## src/rtl/req_encoder.sv

```systemverilog
// req_encoder
//   Registered priority encoder with request capture. Request pulses are
//   latched into a pending register and served highest-index-first as binary
//   codes over a valid/ready handshake. A request that lands on a line that is
//   still pending is lost and raises a sticky drop flag.
//
// Ports
//   clk        clock, all state updates on the rising edge
//   rst_n      asynchronous active-low reset
//   en         capture enable (0: new requests ignored, pending still served)
//   req[N]     request lines, any number may be high
//   out_valid  out_code holds a served request
//   out_ready  consumer accepts out_code this cycle
//   out_code   index of the served request line
//   pending[N] current pending register
//   drop       sticky: a request hit an already-pending line
//   drop_clr   synchronous clear of drop
module req_encoder #(
  parameter int N = 4,
  parameter int W = $clog2(N)
) (
  input  logic         clk,
  input  logic         rst_n,
  input  logic         en,
  input  logic [N-1:0] req,
  output logic         out_valid,
  input  logic         out_ready,
  output logic [W-1:0] out_code,
  output logic [N-1:0] pending,
  output logic         drop,
  input  logic         drop_clr
);

  // The output stage is the only state beyond the pending register:
  // IDLE means nothing presented, HOLD means out_code is being offered.
  typedef enum logic {
    IDLE = 1'b0,
    HOLD = 1'b1
  } stage_e;

  stage_e       stage_q, stage_d;
  logic [N-1:0] pending_q, pending_d;
  logic [W-1:0] code_q, code_d;
  logic         drop_q, drop_d;

  logic [N-1:0] set;
  logic [N-1:0] clr;
  logic [W-1:0] top_idx;
  logic         load;

  // Index of the highest set bit; later (higher) iterations overwrite earlier.
  function automatic logic [W-1:0] hi_index(input logic [N-1:0] v);
    logic [W-1:0] idx;
    idx = '0;
    for (int i = 0; i < N; i++) begin
      if (v[i]) idx = W'(i);
    end
    return idx;
  endfunction

  always_comb begin
    set       = req & {N{en}};
    top_idx   = hi_index(pending_q);
    // Selection works only from the registered pending bits, never from req,
    // so a fresh request always takes one edge to become servable.
    load      = (|pending_q) && ((stage_q == IDLE) || out_ready);
    clr       = '0;
    stage_d   = stage_q;
    code_d    = code_q;

    if (load) begin
      clr[top_idx] = 1'b1;
      stage_d      = HOLD;
      code_d       = top_idx;
    end else if ((stage_q == HOLD) && out_ready) begin
      stage_d = IDLE;
    end

    // Set is ORed after the clear so a re-request in the serving cycle survives.
    pending_d = (pending_q & ~clr) | set;

    // A new collision takes precedence over a clear request in the same cycle.
    if (|(set & pending_q & ~clr)) begin
      drop_d = 1'b1;
    end else if (drop_clr) begin
      drop_d = 1'b0;
    end else begin
      drop_d = drop_q;
    end
  end

  always_ff @(posedge clk or negedge rst_n) begin
    if (!rst_n) begin
      stage_q   <= IDLE;
      pending_q <= '0;
      code_q    <= '0;
      drop_q    <= 1'b0;
    end else begin
      stage_q   <= stage_d;
      pending_q <= pending_d;
      code_q    <= code_d;
      drop_q    <= drop_d;
    end
  end

  assign out_valid = (stage_q == HOLD);
  assign out_code  = code_q;
  assign pending   = pending_q;
  assign drop      = drop_q;

endmodule

```

## config.mk

```make
export PLATFORM = sky130hd
export DESIGN_NAME = req_encoder
export DESIGN_NICKNAME = d
export VERILOG_FILES = /design/src/rtl/req_encoder.sv
export SDC_FILE = /design/constraint.sdc
export NUM_CORES = 1
export LEC_CHECK = 0
export ABC_AREA = 1
export BUFFER_PORTS_ARGS = -buffer_cell sky130_fd_sc_hd__buf_2
export CAP_MARGIN = 30
export CORE_AREA = 5 5 42 44
export CTS_CLUSTER_SIZE = 8
export DETAILED_ROUTE_END_ITERATION = 8
export DIE_AREA = 0 0 47 49
export SLEW_MARGIN = 20
export SYNTH_ARGS = -nofsm -noshare
export SYNTH_HDL_FRONTEND = slang
export SYNTH_SLANG_ARGS = --single-unit
```

## constraint.sdc

```tcl
create_clock -name clk -period 1.3 [get_ports clk]
set_input_delay 0.13 -clock clk [delete_from_list [all_inputs] [get_ports clk]]
set_output_delay 0.13 -clock clk [all_outputs]
set_load 0.02 [all_outputs]
```

==> report_table.html, run 1 <==
<table>
<tr><th>Metric</th><th>Value</th></tr>
<tr><th colspan="2">Finish</th></tr>
<tr><td>Seq. cell area</td><td>200 sq um</td></tr>
<tr><td>Final-layout fill cell count</td><td>160</td></tr>
<tr><td>Net total in the final layout</td><td>81</td></tr>
<tr><td>Share of layout cells above drive strength 1</td><td>31.4%</td></tr>
<tr><td>Area of the multi-input gates</td><td>159 sq um</td></tr>
<tr><td>Antenna fix cells</td><td>0</td></tr>
<tr><td>Number of standard cells in the final layout excluding fillers</td><td>86</td></tr>
<tr><td>Area added between synthesis and finish</td><td>34.4%</td></tr>
<tr><th colspan="2">Clocking</th></tr>
<tr><td>TritonCTS Buffers</td><td>3</td></tr>
<tr><td>Sinks on the clock net</td><td>8</td></tr>
<tr><td>Clock root buffer</td><td>clkbuf_4</td></tr>
<tr><td>Clock tree from TritonCTS</td><td>done</td></tr>
<tr><td>H-tree levels</td><td>1</td></tr>
<tr><td>Count of instances resized after the clock tree is built</td><td>0</td></tr>
<tr><td>Setup bufs post-CTS</td><td>0</td></tr>
<tr><td>Clock latency on the worst-skew pair</td><td>0.26 ns</td></tr>
<tr><td>Number of buffers inserted by hold repair at cts</td><td>1</td></tr>
<tr><td>Clock transition at the registers of the reported paths</td><td>0.06 ns</td></tr>
<tr><td>Buffer depth of the longest clock path</td><td>2</td></tr>
<tr><th colspan="2">Synthesis</th></tr>
<tr><td>Register bit total from synthesis</td><td>8</td></tr>
<tr><td>Commonest register cell after synthesis</td><td>dfrtp_1</td></tr>
<tr><td>Cell area after synthesis</td><td>385 sq um</td></tr>
<tr><td>Synth Net Count</td><td>59</td></tr>
<tr><td>Cell variety after synth</td><td>14</td></tr>
<tr><td>Cell types with the highest counts after synthesis</td><td>nand2_1, dfrtp_1, inv_1</td></tr>
<tr><td>Synth warnings</td><td>0</td></tr>
<tr><td>Dominant cell type by area after synthesis</td><td>dfrtp_1</td></tr>
<tr><td>Share of async-settable or async-resettable flops after synthesis</td><td>100%</td></tr>
<tr><td>Synth area leaders</td><td>dfrtp_1, nand2_1, nand3_1</td></tr>
<tr><td>Post-synth top area share</td><td>51.9%</td></tr>
<tr><td>Syn Inst Count</td><td>50</td></tr>
<tr><td>EDFF count, synth</td><td>0</td></tr>
<tr><td>Most numerous cell in the Yosys netlist</td><td>nand2_1</td></tr>
<tr><td>Synthesized area per cell</td><td>7.71 sq um</td></tr>
<tr><td>Fraction of the yosys area taken by sequential cells</td><td>51.9%</td></tr>
<tr><th colspan="2">STA</th></tr>
<tr><td>Measured slew at the worst slew-check pin</td><td>0.263 ns</td></tr>
<tr><td>Total negative setup slack</td><td>0 ns</td></tr>
<tr><td>Max Fclk</td><td>920 MHz</td></tr>
<tr><td>Worst clock skew</td><td>0.00371 ns</td></tr>
<tr><td>Shortest clock period the worst path allows after layout</td><td>1.09 ns</td></tr>
<tr><td>Setup-failing EPs final</td><td>0</td></tr>
<tr><td>Number of slew-limit violations in the final report</td><td>0</td></tr>
<tr><td>Final hold vios</td><td>0</td></tr>
<tr><td>Slack of the critical path</td><td>0.213 ns</td></tr>
<tr><td>Slew HR</td><td>82.5%</td></tr>
<tr><td>Worst-case hold slack</td><td>0.0929 ns</td></tr>
<tr><td>Fraction of the cycle the final worst path needs</td><td>83.6%</td></tr>
<tr><td>Unrepaired setup endpoints after global routing</td><td>false</td></tr>
<tr><th colspan="2">Die</th></tr>
<tr><td>Count of boundary I/O pins</td><td>17</td></tr>
<tr><td>Number of placement rows</td><td>14</td></tr>
<tr><td>Effective utilization at floorplan</td><td>27.5%</td></tr>
<tr><td>Die extent in x</td><td>47 um</td></tr>
<tr><td>Die boundary height</td><td>49 um</td></tr>
<tr><td>Floorplan Core Area</td><td>0.00140 sq mm</td></tr>
<tr><td>Floorplan die area</td><td>0.00230 sq mm</td></tr>
<tr><th colspan="2">Drt</th></tr>
<tr><td>First-pass iteration count of the detailed router</td><td>2</td></tr>
<tr><td>Violation count after the first detailed-routing iteration</td><td>3</td></tr>
<tr><td>Routed wire length on met2</td><td>386 um</td></tr>
<tr><td>Drt total wl</td><td>902 um</td></tr>
<tr><td>Wl on met1</td><td>420 um</td></tr>
<tr><td>Wirelength per Cell</td><td>10.5 um</td></tr>
<tr><td>Count of vias placed by the detailed router</td><td>386</td></tr>
<tr><td>Detailed route wirelength on metal3</td><td>74 um</td></tr>
<tr><td>Via density per instance</td><td>4.49</td></tr>
<tr><td>Highest metal layer with signal wires</td><td>met4</td></tr>
<tr><td>Count of nets left with antenna violations after detail routing</td><td>0</td></tr>
<tr><td>Number of DRC violations after detailed routing</td><td>0</td></tr>
<tr><th colspan="2">Critical path</th></tr>
<tr><td>Type of element capturing the critical path</td><td>output pin</td></tr>
<tr><td>Required time at the endpoint of the critical path</td><td>1.17 ns</td></tr>
<tr><td>Arrival time of the worst setup path</td><td>0.96 ns</td></tr>
<tr><td>Cell with the largest stage delay on the worst path</td><td>dfrtp_1</td></tr>
<tr><td>Endpoint of the lowest-slack register-to-register path</td><td>drop$_DFFE_PN0P_</td></tr>
<tr><td>Number of cells on the worst reg-to-reg path</td><td>4</td></tr>
<tr><td>Worst-path maximum fanout</td><td>8</td></tr>
<tr><td>FF-to-FF Start</td><td>pending[2]$_DFF_PN0_</td></tr>
<tr><td>Setup slack, reg-to-reg</td><td>0.27 ns</td></tr>
<tr><td>Stage delay of the slowest cell on the critical path</td><td>0.48 ns</td></tr>
<tr><td>CP top delay family</td><td>flip-flops</td></tr>
<tr><td>Number of buffers and inverters on the critical path</td><td>1</td></tr>
<tr><td>Crit path launch type</td><td>flip-flop</td></tr>
<tr><td>Chain of cells forming the critical path</td><td>buf_2</td></tr>
<tr><td>Critical path start-end classification</td><td>reg -&gt; out</td></tr>
<tr><th colspan="2">Placed design</th></tr>
<tr><td>PortBufs</td><td>16</td></tr>
<tr><td>Placement-stage worst setup slack</td><td>0.261 ns</td></tr>
<tr><td>Final weighted congestion in routability-driven placement</td><td>0.796</td></tr>
<tr><td>Cell count after placement</td><td>82</td></tr>
<tr><td>Total half-perimeter wirelength after legalization and detailed placement</td><td>712 um</td></tr>
<tr><th colspan="2">Power</th></tr>
<tr><td>Worst vdd ir</td><td>0.764 mV</td></tr>
<tr><td>Total power consumption of the routed design</td><td>764 uW</td></tr>
<tr><td>Lkg Pwr</td><td>0.291 nW</td></tr>
<tr><td>Power per standard cell area</td><td>1480 mW/mm^2</td></tr>
<tr><th colspan="2">Global route</th></tr>
<tr><td>Via count of the first global-routing pass</td><td>374</td></tr>
<tr><td>Maximum number of pins on one net before global-route repair</td><td>9</td></tr>
<tr><td>First-pass GRT wire length</td><td>1590 um</td></tr>
<tr><td>Number of antenna violations at the first check in global routing</td><td>0</td></tr>
<tr><td>Aggregate global routing overflow</td><td>0</td></tr>
<tr><td>GRT Util Overall</td><td>9.99%</td></tr>
<tr><th colspan="2">Worst hold path</th></tr>
<tr><td>Path class of the lowest-slack min-delay path</td><td>in -&gt; reg</td></tr>
<tr><td>Hold path cells</td><td>3</td></tr>
<tr><td>End point of the worst hold path</td><td>pending[2]$_DFF_PN0_</td></tr>
<tr><td>Beginning of the worst hold path</td><td>req[2]</td></tr>
<tr><th colspan="2">Status</th></tr>
<tr><td>Result of the run</td><td>finished clean</td></tr>
<tr><th colspan="2">Flow run</th></tr>
<tr><td>Number of max-cap violations</td><td>0</td></tr>
</table>
## cells by family after synthesis
group	Yosys count	synth area share, %
simple gates	28	31.2
flops	8	51.9
compound gates	7	10.1
buf+inv	7	6.82
## per-stage QoR
stage / util, % / cell area (sq um)
after floorplan: - / 385
after global placement: 34.6 / 485
after detailed placement: 34.6 / 485
after CTS: 37.0 / 518
after global routing: 37.0 / 518
final: 37.0 / 518
## sequential cells by signal, summed over array words and instances, names as in the netlist
register	cells
drop	1
out_code	2
out_valid	1
pending	4
## where the power goes
part	internal, mW	switching, mW	leakage, nW	total [mW]
Clock	0.106	0.0871	0.0138	0.193
Combinational	0.0844	0.147	0.186	0.231
Sequential	0.297	0.0438	0.0912	0.340
## placed cells by master, fill, tap and decap left out
master	instances
buf_2	16
nand2_1	14
dfrtp_1	8
inv_1	6
nand3_1	5
nor2_1	5
clkbuf_4	3
o21ai_0	2
a21oi_1	2
o21ai_1	2
inv_2	1
a22o_1	1
nor3_1	1
nor2_2	1
nand2_2	1
nand4_1	1
dlygate4sd3_1	1
## worst min-delay path: cells and delay by family
kind	cells	cell delay, ns
buf+inv	1	0.08
simple gates	2	0.10
## metal layers
metal / vias to the layer above / GRT usage [%]
met2: 14 / 13.1
met5: - / 0
met3: 2 / 3.69
li1: 204 / -
met4: 0 / 6.91
met1: 166 / 13.0
## worst max path at each step
stage,from,to,slack [ns],cells after the start
after floorplan,pending[2]$_DFF_PN0_,drop$_DFFE_PN0P_,0.28,4
after global placement,pending[1]$_DFF_PN0_,drop$_DFFE_PN0P_,0.26,4
after detailed placement,pending[1]$_DFF_PN0_,drop$_DFFE_PN0P_,0.26,4
after CTS,pending[3]$_DFF_PN0_,pending[3],0.20,1
after global routing,pending[3]$_DFF_PN0_,pending[3],0.14,1
final,pending[3]$_DFF_PN0_,pending[3],0.21,1
## cell type report
type,count,area share (%)
Clock buffer,3,4.35
Inverter,7,5.07
Timing Repair Buffer,17,17.4
Tap cell,16,3.86
Sequential cell,8,38.6
Multi-Input combinational cell,35,30.7
(Power assumes the default switching activity.)
==> run 2: changes to the inputs <==
clock period = 1.1 ns   (was 1.3 ns; I/O delays follow)
==> report_table.html, run 2 (synthesis gave the netlist of run 1 again) <==
<table>
<tr><th>Metric</th><th>Value</th></tr>
<tr><th colspan="2">Status</th></tr>
<tr><td>Result of the run</td><td>finished clean</td></tr>
<tr><th colspan="2">Finish</th></tr>
<tr><td>Antenna fix cells</td><td>0 (unchanged)</td></tr>
<tr><td>Area added between synthesis and finish</td><td>36.7%</td></tr>
<tr><td>Final core occ</td><td>37.6% (+0.62 points)</td></tr>
<tr><td>Most common cell after layout, fill and taps aside</td><td>buf_2</td></tr>
<tr><td>Net total in the final layout</td><td>81 (unchanged)</td></tr>
<tr><td>Number of flip-flops under the largest register name</td><td>4 (unchanged)</td></tr>
<tr><td>Number of standard cells in the final layout excluding fillers</td><td>86 (unchanged)</td></tr>
<tr><td>Post-route standard cell area excluding fillers</td><td>527 sq um (+1.7%)</td></tr>
<tr><td>Most frequent cells in the layout</td><td>buf_2, nand2_1, inv_1</td></tr>
<tr><td>Share of layout cells above drive strength 1</td><td>37.1% (+5.7 points)</td></tr>
<tr><th colspan="2">Placed design</th></tr>
<tr><td>Final weighted congestion in routability-driven placement</td><td>0.796 (unchanged)</td></tr>
<tr><td>PortBufs</td><td>16 (unchanged)</td></tr>
<tr><td>Cell count after placement</td><td>82 (unchanged)</td></tr>
<tr><td>DP Area</td><td>485 sq um (unchanged)</td></tr>
<tr><td>Total half-perimeter wirelength after legalization and detailed placement</td><td>712 um (unchanged)</td></tr>
<tr><th colspan="2">STA</th></tr>
<tr><td>Final hold vios</td><td>0 (unchanged)</td></tr>
<tr><td>Total negative setup slack</td><td>0 ns (unchanged)</td></tr>
<tr><td>Setup-failing EPs final</td><td>0 (unchanged)</td></tr>
<tr><td>Max Fclk</td><td>981 MHz</td></tr>
<tr><td>Slew HR</td><td>83.2% (+0.77 points)</td></tr>
<tr><td>Fraction of the cycle the final worst path needs</td><td>92.7%</td></tr>
<tr><td>Unrepaired setup endpoints after global routing</td><td>false</td></tr>
<tr><td>Shortest clock period the worst path allows after layout</td><td>1.02 ns</td></tr>
<tr><td>Number of slew-limit violations in the final report</td><td>0 (unchanged)</td></tr>
<tr><td>Measured slew at the worst slew-check pin</td><td>0.251 ns (-0.0124 ns)</td></tr>
<tr><td>Worst clock skew</td><td>0.00228 ns (-0.00143 ns)</td></tr>
<tr><th colspan="2">Clocking</th></tr>
<tr><td>Setup bufs post-CTS</td><td>0 (unchanged)</td></tr>
<tr><td>Clock root buffer</td><td>clkbuf_4</td></tr>
<tr><td>Clock latency on the worst-skew pair</td><td>0.26 ns (about the same)</td></tr>
<tr><td>Buffer depth of the longest clock path</td><td>2 (unchanged)</td></tr>
<tr><td>Clock tree from TritonCTS</td><td>done</td></tr>
<tr><td>H-tree levels</td><td>1 (unchanged)</td></tr>
<tr><td>Clock transition at the registers of the reported paths</td><td>0.06 ns (about the same)</td></tr>
<tr><td>Sinks on the clock net</td><td>8 (unchanged)</td></tr>
<tr><td>TritonCTS Buffers</td><td>3 (unchanged)</td></tr>
<tr><th colspan="2">Critical path</th></tr>
<tr><td>Critical path start-end classification</td><td>reg -&gt; reg</td></tr>
<tr><td>Required time at the endpoint of the critical path</td><td>1.23 ns (+0.06 ns)</td></tr>
<tr><td>Worst-path maximum fanout</td><td>6 (-2)</td></tr>
<tr><td>Start point of the critical path</td><td>pending[1]$_DFF_PN0_</td></tr>
<tr><td>Arrival time of the worst setup path</td><td>1.15 ns (+0.19 ns)</td></tr>
<tr><td>Type of element capturing the critical path</td><td>flip-flop</td></tr>
<tr><td>Crit path launch type</td><td>flip-flop</td></tr>
<tr><td>FF-to-FF Start</td><td>pending[1]$_DFF_PN0_</td></tr>
<tr><th colspan="2">Drt</th></tr>
<tr><td>Number of DRC violations after detailed routing</td><td>0 (unchanged)</td></tr>
<tr><td>Drt total wl</td><td>918 um (+1.8%)</td></tr>
<tr><td>Count of vias placed by the detailed router</td><td>392 (+1.6%)</td></tr>
<tr><td>Via density per instance</td><td>4.56 (+1.6%)</td></tr>
<tr><td>Wirelength per Cell</td><td>10.7 um (+1.8%)</td></tr>
<tr><td>Count of nets left with antenna violations after detail routing</td><td>0 (unchanged)</td></tr>
<tr><td>First-pass iteration count of the detailed router</td><td>4 (+2)</td></tr>
<tr><td>Violation count after the first detailed-routing iteration</td><td>3 (unchanged)</td></tr>
<tr><th colspan="2">Flow run</th></tr>
<tr><td>Number of max-cap violations</td><td>0 (unchanged)</td></tr>
<tr><th colspan="2">Global route</th></tr>
<tr><td>Aggregate global routing overflow</td><td>0 (unchanged)</td></tr>
<tr><td>Number of antenna violations at the first check in global routing</td><td>0 (unchanged)</td></tr>
<tr><td>First-pass GRT wire length</td><td>1590 um (unchanged)</td></tr>
<tr><td>GRT Util Overall</td><td>9.99% (unchanged)</td></tr>
<tr><td>Via count of the first global-routing pass</td><td>374 (unchanged)</td></tr>
<tr><td>Maximum number of pins on one net before global-route repair</td><td>9 (unchanged)</td></tr>
<tr><th colspan="2">Die</th></tr>
<tr><td>Die extent in x</td><td>47 um (unchanged)</td></tr>
<tr><td>Number of placement rows</td><td>14 (unchanged)</td></tr>
<tr><td>Floorplan Core Area</td><td>0.00140 sq mm (unchanged)</td></tr>
<tr><td>Die boundary height</td><td>49 um (unchanged)</td></tr>
<tr><td>Effective utilization at floorplan</td><td>27.5% (unchanged)</td></tr>
<tr><td>Count of boundary I/O pins</td><td>17 (unchanged)</td></tr>
<tr><td>Floorplan die area</td><td>0.00230 sq mm (unchanged)</td></tr>
<tr><th colspan="2">Power</th></tr>
<tr><td>Lkg Pwr</td><td>0.288 nW (-0.80%)</td></tr>
<tr><td>Power per standard cell area</td><td>1740 mW/mm^2 (+18%)</td></tr>
<tr><td>Worst vdd ir</td><td>0.914 mV (+20%)</td></tr>
<tr><th colspan="2">Worst hold path</th></tr>
<tr><td>Beginning of the worst hold path</td><td>req[2]</td></tr>
<tr><td>Path class of the lowest-slack min-delay path</td><td>in -&gt; reg</td></tr>
</table>
## run 2: cell counts in the layout (fill, tap and decap cells not counted)
Identical to the previous run, type by type.
## run 2: worst max-delay path: stages, from the launching register on
cell,delay (ns)
dfrtp_2,0.44
nor3_2,0.18
nand3_1,0.13
nand2_1,0.08
nand3_1,0.08
## run 2: worst paths after layout
| path | endpoint | slack [ns] | cells past startpoint |
|---|---|---|---|
| setup / recovery | drop$_DFFE_PN0P_ | 0.08 | 4 |
| hold reg to reg | out_code[0]$_DFFE_PN0P_ | 0.48 | 2 |
| max in group asynchronous | pending[3]$_DFF_PN0_ | 0.70 | 2 |
| setup reg to reg | drop$_DFFE_PN0P_ | 0.08 | 4 |
| min in group asynchronous | pending[0]$_DFF_PN0_ | 0.22 | 2 |
| hold / removal | pending[2]$_DFF_PN0_ | 0.07 | 3 |
## run 2: timing repair
| action | CTS | global route |
|---|---|---|
| setup endpoints to repair | 0 | 2 |
| resized for setup | 0 | 4 |
| hold buffers | 1 | 0 |
| endpoints found under the hold margin | 8 | 0 |
## run 2: power by group
group          leakage [nW]  internal (mW)  switching, mW
clock                0.0138          0.125          0.105
sequential           0.0881          0.354         0.0558
combinational         0.186          0.102          0.173
## run 2: final cells by class
class / instances / area, sq um
fill: 160 / 875
sequential: 8 / 204
multi-input combinational: 35 / 164
timing repair buffer: 17 / 90.1
inverter: 7 / 26.3
clock buffer: 3 / 22.5
tap: 16 / 20.0
## run 2: metal layers
layer | track usage (%) | wire [um] | vias up | part of all wire (%)
met3 | 3.69 | 74 | 2 | 8.1
met5 | 0 | 0 | - | 0
met2 | 13.1 | 388 | 14 | 42
met4 | 6.91 | 19 | 0 | 2.1
li1 | - | - | 205 | -
met1 | 13.0 | 435 | 171 | 47
## run 2: through the flow
stage,hold WS [ns],setup WS (ns),total power [mW]
floorplan,-0.186,0.0789,0.576
global route,0.0750,0.00841,0.983
global placement,-0.0325,0.0571,0.679
finish,0.0724,0.0804,0.915
CTS,0.0675,0.0250,0.917
detailed placement,-0.0330,0.0607,0.684
